`src/rtl/ctrl_sch_pkg.sv`:
```
// Shared definitions for the control output scheduler: class codes, FSM encodings,
// descriptor type and a class-to-queue one-hot helper.
package ctrl_sch_pkg;

    localparam int DESC_W = 14;

    localparam logic [1:0] CLS_TS  = 2'd0;
    localparam logic [1:0] CLS_RC  = 2'd1;
    localparam logic [1:0] CLS_BE  = 2'd2;
    localparam logic [1:0] CLS_ILL = 2'd3;

    localparam logic [1:0] S_IDLE  = 2'd0;
    localparam logic [1:0] S_ISSUE = 2'd1;
    localparam logic [1:0] S_GUARD = 2'd2;

    typedef logic [DESC_W-1:0] desc_t;

    // Queue select vector {BE,RC,TS}; the illegal class maps to no queue at all.
    function automatic logic [2:0] cls_onehot(input logic [1:0] cls);
        logic [2:0] oh;
        case (cls)
            CLS_TS:  oh = 3'b001;
            CLS_RC:  oh = 3'b010;
            CLS_BE:  oh = 3'b100;
            default: oh = 3'b000;
        endcase
        return oh;
    endfunction

endpackage

```
`src/rtl/ctrl_sch_desc_fifo.sv`:
```
// First-word-fall-through descriptor FIFO with registered count/full/empty.
// A push into a full FIFO is accepted only when a pop frees the slot in the same cycle.
module ctrl_sch_desc_fifo
    import ctrl_sch_pkg::*;
#(
    parameter int AW = 4
)(
    input  logic              i_clk,
    input  logic              i_rst,
    input  logic              i_push,
    input  logic [DESC_W-1:0] iv_din,
    input  logic              i_pop,
    output logic [DESC_W-1:0] ov_dout,
    output logic [AW:0]       ov_count,
    output logic              o_full,
    output logic              o_empty
);

    localparam int          DEPTH_N  = 2 ** AW;
    localparam logic [AW:0] DEPTH    = {1'b1, {AW{1'b0}}};
    localparam logic [AW:0] CNT_ZERO = {(AW+1){1'b0}};
    localparam logic [AW:0] CNT_ONE  = {{AW{1'b0}}, 1'b1};
    localparam logic [AW-1:0] PTR_ONE = {{(AW-1){1'b0}}, 1'b1};

    desc_t           mem_q [DEPTH_N];
    logic [AW-1:0]   wr_ptr_q, wr_ptr_d;
    logic [AW-1:0]   rd_ptr_q, rd_ptr_d;
    logic [AW:0]     count_q, count_d;
    logic            full_q, full_d;
    logic            empty_q, empty_d;
    logic            push_ok_s;
    logic            pop_ok_s;

    // Next-state pointers and occupancy.
    always_comb begin
        pop_ok_s  = i_pop && !empty_q;
        push_ok_s = i_push && (!full_q || pop_ok_s);
        wr_ptr_d  = wr_ptr_q;
        rd_ptr_d  = rd_ptr_q;
        count_d   = count_q;
        if (push_ok_s) begin
            wr_ptr_d = wr_ptr_q + PTR_ONE;
        end else begin
            wr_ptr_d = wr_ptr_q;
        end
        if (pop_ok_s) begin
            rd_ptr_d = rd_ptr_q + PTR_ONE;
        end else begin
            rd_ptr_d = rd_ptr_q;
        end
        case ({push_ok_s, pop_ok_s})
            2'b10:   count_d = count_q + CNT_ONE;
            2'b01:   count_d = count_q - CNT_ONE;
            default: count_d = count_q;
        endcase
        full_d  = (count_d == DEPTH);
        empty_d = (count_d == CNT_ZERO);
    end

    // Control state registers.
    always_ff @(posedge i_clk or posedge i_rst) begin
        if (i_rst) begin
            wr_ptr_q <= {AW{1'b0}};
            rd_ptr_q <= {AW{1'b0}};
            count_q  <= CNT_ZERO;
            full_q   <= 1'b0;
            empty_q  <= 1'b1;
        end else begin
            wr_ptr_q <= wr_ptr_d;
            rd_ptr_q <= rd_ptr_d;
            count_q  <= count_d;
            full_q   <= full_d;
            empty_q  <= empty_d;
        end
    end

    // Storage needs no reset: nothing is read while the FIFO is empty.
    always_ff @(posedge i_clk) begin
        if (push_ok_s) begin
            mem_q[wr_ptr_q] <= iv_din;
        end
    end

    assign ov_dout  = mem_q[rd_ptr_q];
    assign ov_count = count_q;
    assign o_full   = full_q;
    assign o_empty  = empty_q;

endmodule

```
`src/rtl/control_output_schedule.sv`:
```
// Three-class (TS/RC/BE) descriptor scheduler with strict-priority, guarded issue to the TX path.
// Define CTRL_SCH_BE_AGING_EN to let a BE head waiting AGE_LIMIT cycles overtake RC for one issue.
module control_output_schedule
    import ctrl_sch_pkg::*;
#(
    parameter int QUEUE_AW  = 4,
    parameter int GUARD_CYC = 2,
    parameter int AGE_LIMIT = 256
)(
    input  logic              i_clk,
    input  logic              i_rst,
    input  logic [DESC_W-1:0] iv_desc,
    input  logic [1:0]        iv_desc_class,
    input  logic              i_desc_wr,
    output logic [DESC_W-1:0] ov_pkt_descriptor,
    output logic              o_pkt_descriptor_wr,
    input  logic              i_pkt_descriptor_ready,
    output logic [2:0]        ov_queue_full,
    output logic [QUEUE_AW:0] ov_ts_cnt,
    output logic [QUEUE_AW:0] ov_rc_cnt,
    output logic [QUEUE_AW:0] ov_be_cnt,
    output logic              o_drop_pulse,
    output logic [1:0]        ov_sch_state
);

    if (GUARD_CYC < 1 || GUARD_CYC > 7 || AGE_LIMIT < 1) begin : g_param_check
        $error("control_output_schedule: GUARD_CYC must be 1..7 and AGE_LIMIT >= 1");
    end

    localparam logic [2:0] GUARD_LAST = 3'(GUARD_CYC - 1);

    logic [DESC_W-1:0] head_s [3];
    logic [QUEUE_AW:0] cnt_s  [3];
    logic [2:0]        full_s;
    logic [2:0]        empty_s;
    logic [2:0]        push_s;
    logic [2:0]        pop_s;
    logic [2:0]        cls_oh_s;
    logic [1:0]        pick_s;
    logic [DESC_W-1:0] pick_head_s;
    logic              be_first_s;

    logic [1:0]        state_q, state_d;
    logic [1:0]        sel_q, sel_d;
    logic [2:0]        guard_q, guard_d;
    logic              wr_q, wr_d;
    logic [DESC_W-1:0] desc_q, desc_d;
    logic              drop_q, drop_d;

    for (genvar g = 0; g < 3; g++) begin : g_queue
        ctrl_sch_desc_fifo #(.AW(QUEUE_AW)) u_fifo (
            .i_clk   (i_clk),
            .i_rst   (i_rst),
            .i_push  (push_s[g]),
            .iv_din  (iv_desc),
            .i_pop   (pop_s[g]),
            .ov_dout (head_s[g]),
            .ov_count(cnt_s[g]),
            .o_full  (full_s[g]),
            .o_empty (empty_s[g])
        );
    end

    // Enqueue demux and drop detection; the pop is known before the push is judged.
    always_comb begin
        pop_s    = (state_q == S_ISSUE) ? cls_onehot(sel_q) : 3'b000;
        cls_oh_s = cls_onehot(iv_desc_class);
        push_s   = 3'b000;
        drop_d   = 1'b0;
        if (i_desc_wr) begin
            if (cls_oh_s == 3'b000) begin
                drop_d = 1'b1;
            end else if ((cls_oh_s & full_s & ~pop_s) != 3'b000) begin
                drop_d = 1'b1;
            end else begin
                push_s = cls_oh_s;
            end
        end else begin
            drop_d = 1'b0;
        end
    end

`ifdef CTRL_SCH_BE_AGING_EN
    localparam int              AGE_W   = $clog2(AGE_LIMIT + 1);
    localparam logic [AGE_W-1:0] AGE_MAX = AGE_W'(AGE_LIMIT);
    localparam logic [AGE_W-1:0] AGE_ONE = AGE_W'(1);

    logic [AGE_W-1:0] age_q, age_d;

    // BE head wait time, saturating; cleared on BE issue or when BE drains.
    always_comb begin
        if (pop_s[2] || empty_s[2]) begin
            age_d = {AGE_W{1'b0}};
        end else if (age_q == AGE_MAX) begin
            age_d = age_q;
        end else begin
            age_d = age_q + AGE_ONE;
        end
    end

    always_ff @(posedge i_clk or posedge i_rst) begin
        if (i_rst) begin
            age_q <= {AGE_W{1'b0}};
        end else begin
            age_q <= age_d;
        end
    end

    assign be_first_s = (age_q == AGE_MAX);
`else
    assign be_first_s = 1'b0;
`endif

    // Priority pick: TS first, then RC, unless an aged BE head jumps ahead of RC.
    always_comb begin
        if (!empty_s[0]) begin
            pick_s = CLS_TS;
        end else if (be_first_s && !empty_s[2]) begin
            pick_s = CLS_BE;
        end else if (!empty_s[1]) begin
            pick_s = CLS_RC;
        end else begin
            pick_s = CLS_BE;
        end
        case (pick_s)
            CLS_TS:  pick_head_s = head_s[0];
            CLS_RC:  pick_head_s = head_s[1];
            default: pick_head_s = head_s[2];
        endcase
    end

    // Issue FSM: the descriptor and strobe are registered on IDLE->ISSUE so wr coincides with ISSUE.
    always_comb begin
        state_d = state_q;
        sel_d   = sel_q;
        guard_d = guard_q;
        wr_d    = 1'b0;
        desc_d  = desc_q;
        case (state_q)
            S_IDLE: begin
                if (i_pkt_descriptor_ready && (empty_s != 3'b111)) begin
                    state_d = S_ISSUE;
                    sel_d   = pick_s;
                    wr_d    = 1'b1;
                    desc_d  = pick_head_s;
                end else begin
                    state_d = S_IDLE;
                end
            end
            S_ISSUE: begin
                state_d = S_GUARD;
                guard_d = 3'd0;
            end
            S_GUARD: begin
                if (guard_q == GUARD_LAST) begin
                    state_d = S_IDLE;
                    guard_d = 3'd0;
                end else begin
                    guard_d = guard_q + 3'd1;
                end
            end
            default: begin
                state_d = S_IDLE;
                guard_d = 3'd0;
            end
        endcase
    end

    always_ff @(posedge i_clk or posedge i_rst) begin
        if (i_rst) begin
            state_q <= S_IDLE;
            sel_q   <= CLS_TS;
            guard_q <= 3'd0;
            wr_q    <= 1'b0;
            desc_q  <= {DESC_W{1'b0}};
            drop_q  <= 1'b0;
        end else begin
            state_q <= state_d;
            sel_q   <= sel_d;
            guard_q <= guard_d;
            wr_q    <= wr_d;
            desc_q  <= desc_d;
            drop_q  <= drop_d;
        end
    end

    assign ov_pkt_descriptor   = desc_q;
    assign o_pkt_descriptor_wr = wr_q;
    assign o_drop_pulse        = drop_q;
    assign ov_sch_state        = state_q;
    assign ov_queue_full       = full_s;
    assign ov_ts_cnt           = cnt_s[0];
    assign ov_rc_cnt           = cnt_s[1];
    assign ov_be_cnt           = cnt_s[2];

endmodule

```
`config.mk`:
```
export PLATFORM = sky130hd
export DESIGN_NAME = control_output_schedule
export DESIGN_NICKNAME = d
export VERILOG_FILES = /design/src/rtl/ctrl_sch_pkg.sv /design/src/rtl/ctrl_sch_desc_fifo.sv /design/src/rtl/control_output_schedule.sv
export SDC_FILE = /design/constraint.sdc
export NUM_CORES = 1
export LEC_CHECK = 0
export ABC_CLOCK_PERIOD_IN_PS = 6800
export BUFFER_PORTS_ARGS = -buffer_cell sky130_fd_sc_hd__buf_4
export CAP_MARGIN = 20
export CELL_PAD_IN_SITES_DETAIL_PLACEMENT = 0
export CELL_PAD_IN_SITES_GLOBAL_PLACEMENT = 1
export CORE_ASPECT_RATIO = 1.4
export CORE_MARGIN = 10
export CORE_UTILIZATION = 31
export DETAILED_ROUTE_END_ITERATION = 10
export GPL_ROUTABILITY_DRIVEN = 1
export GPL_TIMING_DRIVEN = 0
export PLACE_DENSITY_LB_ADDON = 0.25
export SLEW_MARGIN = 10
export SYNTH_ARGS = -nofsm -noshare
export SYNTH_HDL_FRONTEND = slang
export SYNTH_HIERARCHICAL = 1
export SYNTH_SLANG_ARGS = --single-unit
```
`constraint.sdc`:
```
create_clock -name i_clk -period 6.8 [get_ports i_clk]
set_input_delay 0.68 -clock i_clk [delete_from_list [all_inputs] [get_ports i_clk]]
set_output_delay 0.68 -clock i_clk [all_outputs]
set_load 0.01 [all_outputs]
```
* After elaboration in Yosys (flattened, before gate mapping)
Memory sizes are Yosys's and may differ from the RTL's. Index checks and enable logic that the tools add are counted.
Operators by class: add/subtract/negate cells 13, equal/unequal tests 19, mux-type cells 28, bitwise operators 3, reductions and logical operators 26
Operator list (number):
- one-hot mux 5 bit (2 select lines) | 3
- one-hot mux 14 bit (2 select lines) | 1
- adder 4 x 1 -> 4 bit (second input constant) | 6
- one-hot mux 3 bit (3 select lines) | 2
- adder 5 x 1 -> 5 bit (second input constant) | 3
- equality test 5 bit (second input constant) | 3
- logical NOT 5 bit | 3
- 2-to-1 mux 3 bit | 5
- subtractor 5 x 1 -> 5 bit (second input constant) | 3
- equality test 2 x 1 -> 1 bit (second input constant) | 7
- equality test 2 bit (second input constant) | 6
- 2-to-1 mux 1 bit | 12
- logical NOT 2 bit | 4
- logical AND 1 bit | 7
- AND 3 bit | 2
- logical NOT 1 bit | 6
- 2-to-1 mux 2 bit | 3
- one-hot mux 2 bit (3 select lines) | 1
- one-hot mux 3 bit (2 select lines) | 1
- adder 3 x 1 -> 3 bit (second input constant) | 1
- equality test 3 x 1 -> 1 bit (second input constant) | 1
- logical NOT 3 bit | 1
- logical OR 1 bit | 3
- inequality test 3 bit (second input constant) | 1
- other kinds (4) | 4
Word-level totals: register bits after elaboration 68, memory bits (writable) 672, logic and storage cells 113, memories kept 3
Memories:
- g_queue[0].u_fifo.mem_q | depth 16, bits a word 14, rd ports 1, clocked after memory_dff 0, write ports 1, line ctrl_sch_desc_fifo.sv:25 | desc_t mem_q [DEPTH_N];
- g_queue[1].u_fifo.mem_q | depth 16, bits a word 14, rd ports 1, clocked after memory_dff 0, write ports 1, line ctrl_sch_desc_fifo.sv:25
- g_queue[2].u_fifo.mem_q | depth 16, bits a word 14, rd ports 1, clocked after memory_dff 0, write ports 1, line ctrl_sch_desc_fifo.sv:25

* Logic depth before layout (Yosys ltp)
depth in word-level cells 13, mapped depth 17, depth with buffers taken out 14

* Hierarchy
The synthesis kept the hierarchy.
Modules (own cells, without submodules):
- ctrl_sch_desc_fifo at g_queue[1].u_fifo ... | times used 2, cells an instance 413, area an instance 9347.7 um2, seq. area each 7103.1 um2
- ctrl_sch_desc_fifo at g_queue[0].u_fifo | times used 1, cells an instance 415, area an instance 9367.7 um2, seq. area each 7103.1 um2
- control_output_schedule | times used 1, cells an instance 123, area an instance 1337.5 um2, seq. area each 575.6 um2

* Least setup slack after synthesis
OpenSTA, ideal clock, no wires.
path type register to register, from register state_q[1], in the netlist ov_sch_state[1], to memory g_queue[0].u_fifo/mem_q[3][0] (netlist name), enable pin, data arrival time 3280 ps, path slack 3099 ps, stages on the path, launching flop included 9, path buffers 2, clock period less this slack 3701 ps, path through dfrtp_1 -> buf_6 -> or4b_4 -> a31o_2 -> nor3b_1 -> and2_1 -> buf_2 -> inv_1 -> nor4_1
On the way: longest elaborated chain between the ends 11, elaborated cells between the ends (all ways) 13, those cells by class eq/ne (1); mux (6); bitwise (2); reduce/logical (4)
Ends and longest elaborated chain:
- from (decl) | line control_output_schedule.sv:43 | logic [1:0] state_q, state_d;
- from (signal assigned) | line control_output_schedule.sv:178 | state_q <= state_d;
- equality test 2 x 1 -> 1 bit | line control_output_schedule.sv:66 | pop_s = (state_q == S_ISSUE) ? cls_onehot(sel_q) : 3'b000;
- 2-to-1 mux 3 bit | line control_output_schedule.sv:66
- inverter 3 bit | line control_output_schedule.sv:73 | end else if ((cls_oh_s & full_s & ~pop_s) != 3'b000) begin
- AND 3 bit | line control_output_schedule.sv:73
- nonzero test 3 bit | line control_output_schedule.sv:73
- 2-to-1 mux 3 bit | line control_output_schedule.sv:73
- 2-to-1 mux 3 bit | line control_output_schedule.sv:71 | if (cls_oh_s == 3'b000) begin
- 2-to-1 mux 3 bit | line control_output_schedule.sv:70 | if (i_desc_wr) begin
- named net push_s[0] | line control_output_schedule.sv:36 | logic [2:0] push_s;
- logical AND 1 bit | line ctrl_sch_desc_fifo.sv:37 | push_ok_s = i_push && (!full_q || pop_ok_s);
- 2-to-1 mux 1 bit | line ctrl_sch_desc_fifo.sv:79 | if (push_ok_s) begin
- 2-to-1 mux 1 bit (implied by the code) | line ctrl_sch_desc_fifo.sv:80 | mem_q[wr_ptr_q] <= iv_din;
- to (decl) | line ctrl_sch_desc_fifo.sv:25
The timed path passes the listed nets, and every way through them passes these cells.

* Worst setup path after layout
from register state_q[1], in the netlist ov_sch_state[1], to register g_queue[0].u_fifo.full_q
On the way: longest elaborated chain between the ends 12, elaborated cells between the ends (all ways) 15, those cells by class eq/ne (4); mux (5); bitwise (2); reduce/logical (4)
Ends and longest elaborated chain:
- equality test 2 x 1 -> 1 bit * | line control_output_schedule.sv:66
- 2-to-1 mux 3 bit * | line control_output_schedule.sv:66
- inverter 3 bit * | line control_output_schedule.sv:73
- AND 3 bit * | line control_output_schedule.sv:73
- nonzero test 3 bit * | line control_output_schedule.sv:73
- 2-to-1 mux 3 bit * | line control_output_schedule.sv:73
- 2-to-1 mux 3 bit * | line control_output_schedule.sv:71
- 2-to-1 mux 3 bit * | line control_output_schedule.sv:70
- named net push_s[0] | line control_output_schedule.sv:36
- logical AND 1 bit * | line ctrl_sch_desc_fifo.sv:37
- equality test 2 x 1 -> 1 bit / equality test 2 bit (equally long branches) | line ctrl_sch_desc_fifo.sv:51 | case ({push_ok_s, pop_ok_s})
- one-hot mux 5 bit (2 select lines) * | line ctrl_sch_desc_fifo.sv:51
- named net g_queue[0].u_fifo.count_d[2] | line ctrl_sch_desc_fifo.sv:28 | logic [AW:0] count_q, count_d;
- equality test 5 bit * | line ctrl_sch_desc_fifo.sv:56 | full_d = (count_d == DEPTH);
- named net g_queue[0].u_fifo.full_d | line ctrl_sch_desc_fifo.sv:29 | logic full_q, full_d;
- to (signal assigned) | line ctrl_sch_desc_fifo.sv:72 | full_q <= full_d;
- to (decl) | line ctrl_sch_desc_fifo.sv:29
The timed path passes the listed nets; every way through them passes the cells marked *. A chain may end at the register's enable or synchronous reset.

==> metrics.yaml <==
drcViolationCount: 0
root_buffer: "clkbuf_16"
gp_congestion: 0.790
dp_slack_ns: 2.17
worst_ep_arrival_time_ns: 5.25
endpoint_kind: "flip-flop"
synthTopCellsByArea: "edfxtp_1 69%, mux4_2 16%, dfrtp_1 5.5%, ha_1 1.0%, xnor2_1 0.89%"
seq_area_frac_synth_pct: 74.4
layout-drive-gt1-share_pct: 32.6
syn-instance-count: 1364
clock.fmax_mhz: 211
cpPeakStageDelay_ns: 0.79
setup-violations-final: 0
synth_mux_area_share_pct: 17.5
hold_viol_final: 0
synth_flop_cell: "edfxtp_1"
rows: 133
grt_pass1_vias: 14700
slew_headroom_pct: 35.9
synth_warnings: 6
initial_core_util_pct: 31.3
cts.clk_slew.worst_paths_ns: 0.06
synth_compound_area_share_pct: 1.31
area_growth_pct: 17.0
peakVddDrop_mv: 0.209
setup_ws_ns: 2.06
status: "finished clean"
synthesis.nets: 1408
synth-simple-area-share_pct: 2.90
synth_largest_area_cell: "edfxtp_1"
clkLatencyLatePin_ns: 0.62
die_y_um: 384
wl_per_cell_um: 26.3
dr.pass1.iters: 6
synthArstFlopShare_pct: 9.19
worstPathCellList: "buf_6, or4b_4, a31o_2, nor3b_1, and2_1, buf_2, inv_1, ha_1, buf_2, xor2_1, ha_1, a21oi_1, mux2i_1, xnor2_1, or2_2, nor3b_1"
hold_buffers: 0
skew_ns: 0.0246
cp-startpoint: "ov_sch_state[1]"
cts_buffers: 76
grt_pass1_wl_um: 106000
fp.dieW_um: 280
grtUsageTotal_pct: 13.7
clk_path_buf_depth: 3
critPathMaxFanout: 10
startpoint_type: "flip-flop"
slowest_stage: "nor3b_1"
synth_fa_ha_area_share_pct: 1.02
critPathRequiredTime_ns: 7.31
rsz0062_at_grt: "no"
critPathBufInv: 4
synth_edf_count: 672
r2r-start: "ov_sch_state[1]"
critical-path-top-delay-family: "simple AND/OR/NAND/NOR gates"
synth_top_area_share_pct: 68.6
hpwlAfterDp_um: 49600
crit_type: "flip-flop to flip-flop"
wl_um: 74100
io_pins: 56
maxCapViolations: 0
avgSynthCellArea_um2: 21.6
power.density_nw_per_um2: 387
drt_first_iter_violations: 1153
seq_area_um2: 21900
fin_crit_sh_pct: 69.7
cts-resized-gates: 0
tritoncts: "yes"
core-area_um2: 94000
cts.sinks: 740
grt_antenna_before_repair: 3
grt_overflow_total: 0
via_per_inst: 4.94
power_mw: 13.3
multi_input_area_um2: 7140
antenna_left: 0
synth_xor_area_share_pct: 1.04
ys_types: 57
slew_viol_final: 0
finalCriticalPeriod_ns: 4.74
hp-class: "input port to asynchronous set/reset pin"
htreeDepth: 3
synthesis.area_um2: 29400
io_buffers: 55
power_leakage_nw: 11.0
nNetsFinal: 1587
max_slew.worst_pin.slew_ns: 0.959
n_fill_cell: 8554
setup-tns-final_ns: 0
synth_top_family_by_area: "multiplexers"
synth-seq-cells: 740
vias: 13900
postCtsSetupRepairBufs: 0
grt_start_max_net_pins: 49
die_area_um2: 108000
==> per-stage QoR <==
stage | hold WS (ns) | area, um^2 | util [%] | cells
after global placement | 0.499 | 31300 | 33.3 | 2634
after floorplan | 0.499 | 29400 | - | 1364
after global routing | 0.118 | 34400 | 36.6 | 2817
after detailed placement | 0.499 | 32000 | 34.0 | 2680
final | 0.124 | 34400 | 36.6 | 2820
after CTS | 0.0879 | 34400 | 36.6 | 2817
==> state kept, by name, indices dropped and copies added (netlist names) <==
| name | count |
|---|---|
| g_queue.u_fifo/wr_ptr_q | 12 |
| guard_q | 3 |
| o_pkt_descriptor_wr | 1 |
| g_queue.u_fifo/o_full | 3 |
| sel_q | 2 |
| g_queue.u_fifo/o_empty | 3 |
| ov_pkt_descriptor | 14 |
| g_queue.u_fifo/ov_count | 15 |
| o_drop_pulse | 1 |
| g_queue.u_fifo/rd_ptr_q | 12 |
| g_queue.u_fifo/mem_q | 672 |
| ov_sch_state | 2 |
==> layer usage <==
metal	part of all wire, %	global-route usage [%]	vias up	wire length (um)
li1	-	-	5975	-
met1	40	16.2	7553	29300
met2	52	24.1	315	38500
met3	4.6	2.27	98	3370
met4	3.8	6.19	0	2830
met5	0	0	-	0
==> cells by family after synthesis <==
| group | after synthesis |
|---|---|
| AO/OA/AOI/OAI | 58 |
| XOR/XNOR | 35 |
| adder cells (fa/ha/maj) | 24 |
| buffers and inverters | 96 |
| flip-flops | 740 |
| multiplexers | 245 |
| AND/OR/NAND/NOR | 166 |
==> final timing paths <==
kind | cells past startpoint | endpoint | slack (ns)
worst max register to register | 16 | g_queue[0].u_fifo/o_full | 2.06
max in group asynchronous | 2 | g_queue[0].u_fifo/ov_count[4] | 6.05
worst min register to register | 1 | g_queue[2].u_fifo/ov_count[4] | 0.52
worst max-delay path | 16 | g_queue[0].u_fifo/o_full | 2.06
worst min-delay path | 2 | ov_sch_state[0] | 0.12
min in group i_clk | 2 | o_drop_pulse | 0.34
==> synthesized netlist by cell type (3+ instances only) <==
| library cell | n |
|---|---|
| o21a_1 | 3 |
| mux4_2 | 210 |
| or2_2 | 3 |
| nand4_1 | 6 |
| nor4_1 | 4 |
| buf_8 | 9 |
| mux2_4 | 9 |
| nor2_1 | 52 |
| ha_1 | 24 |
| dfstp_2 | 3 |
| xor2_1 | 5 |
| nand3_1 | 5 |
| xnor2_1 | 30 |
| buf_1 | 5 |
| o21ai_0 | 9 |
| clkbuf_1 | 29 |
| a21oi_1 | 21 |
| o311a_1 | 3 |
| o2111ai_1 | 4 |
| mux2i_1 | 17 |
| nand2b_1 | 8 |
| nor3b_1 | 8 |
| dfrtp_1 | 65 |
| nand2_1 | 33 |
| nor2b_1 | 8 |
| edfxtp_1 | 672 |
| buf_2 | 22 |
| inv_1 | 26 |
| mux2_2 | 9 |
| and2_1 | 8 |
| buf_6 | 4 |
| nor3_1 | 17 |
==> where the power goes <==
group | switching, mW | internal (mW) | total [mW] | leakage, nW
Clock | 1.71 | 2.39 | 4.10 | 1.17
Sequential | 0.211 | 5.25 | 5.46 | 6.88
Combinational | 2.03 | 1.73 | 3.76 | 2.95
==> worst register-to-register path, delay by kind of cell, from the launching register on <==
family                     cells  cell delay, ns
DFF                            1            0.38
muxes                          1            0.26
and+or+nand+nor                5            2.11
xor gates and xnor gates       2            0.27
buffers and inverters          4            0.68
AOI/OAI and AO/OA              2            0.46
adders and majority gates      2            0.48
==> final cells by class <==
cell class / count / area share (%)
inverter: 26 / 0.284
multi-input combinational: 528 / 20.7
timing repair buffer: 101 / 2.65
tap: 1215 / 4.42
clock buffer: 100 / 5.97
antenna: 3 / 0.0218
clock inverter: 37 / 1.04
sequential: 740 / 63.6
buffer: 70 / 1.27
==> cell usage in the layout (no fill, tap or decap), drive strengths merged, types with 4 or more instances in the layout <==
| master | count |
|---|---|
| edfxtp | 672 |
| mux4 | 210 |
| buf | 142 |
| clkbuf | 129 |
| dfrtp | 65 |
| nor2 | 52 |
| nand2 | 33 |
| xnor2 | 30 |
| inv | 27 |
| clkinv | 25 |
| ha | 24 |
| a21oi | 22 |
| mux2 | 18 |
| mux2i | 17 |
| nor3 | 17 |
| o21ai | 11 |
| nor3b | 8 |
| nand2b | 8 |
| and2 | 8 |
| nor2b | 8 |
| bufinv | 7 |
| nand4 | 6 |
| nand3 | 5 |
| xor2 | 5 |
| clkinvlp | 4 |
| nor4 | 4 |
| o2111ai | 4 |
Note: power is estimated with default switching activity, not from simulation.
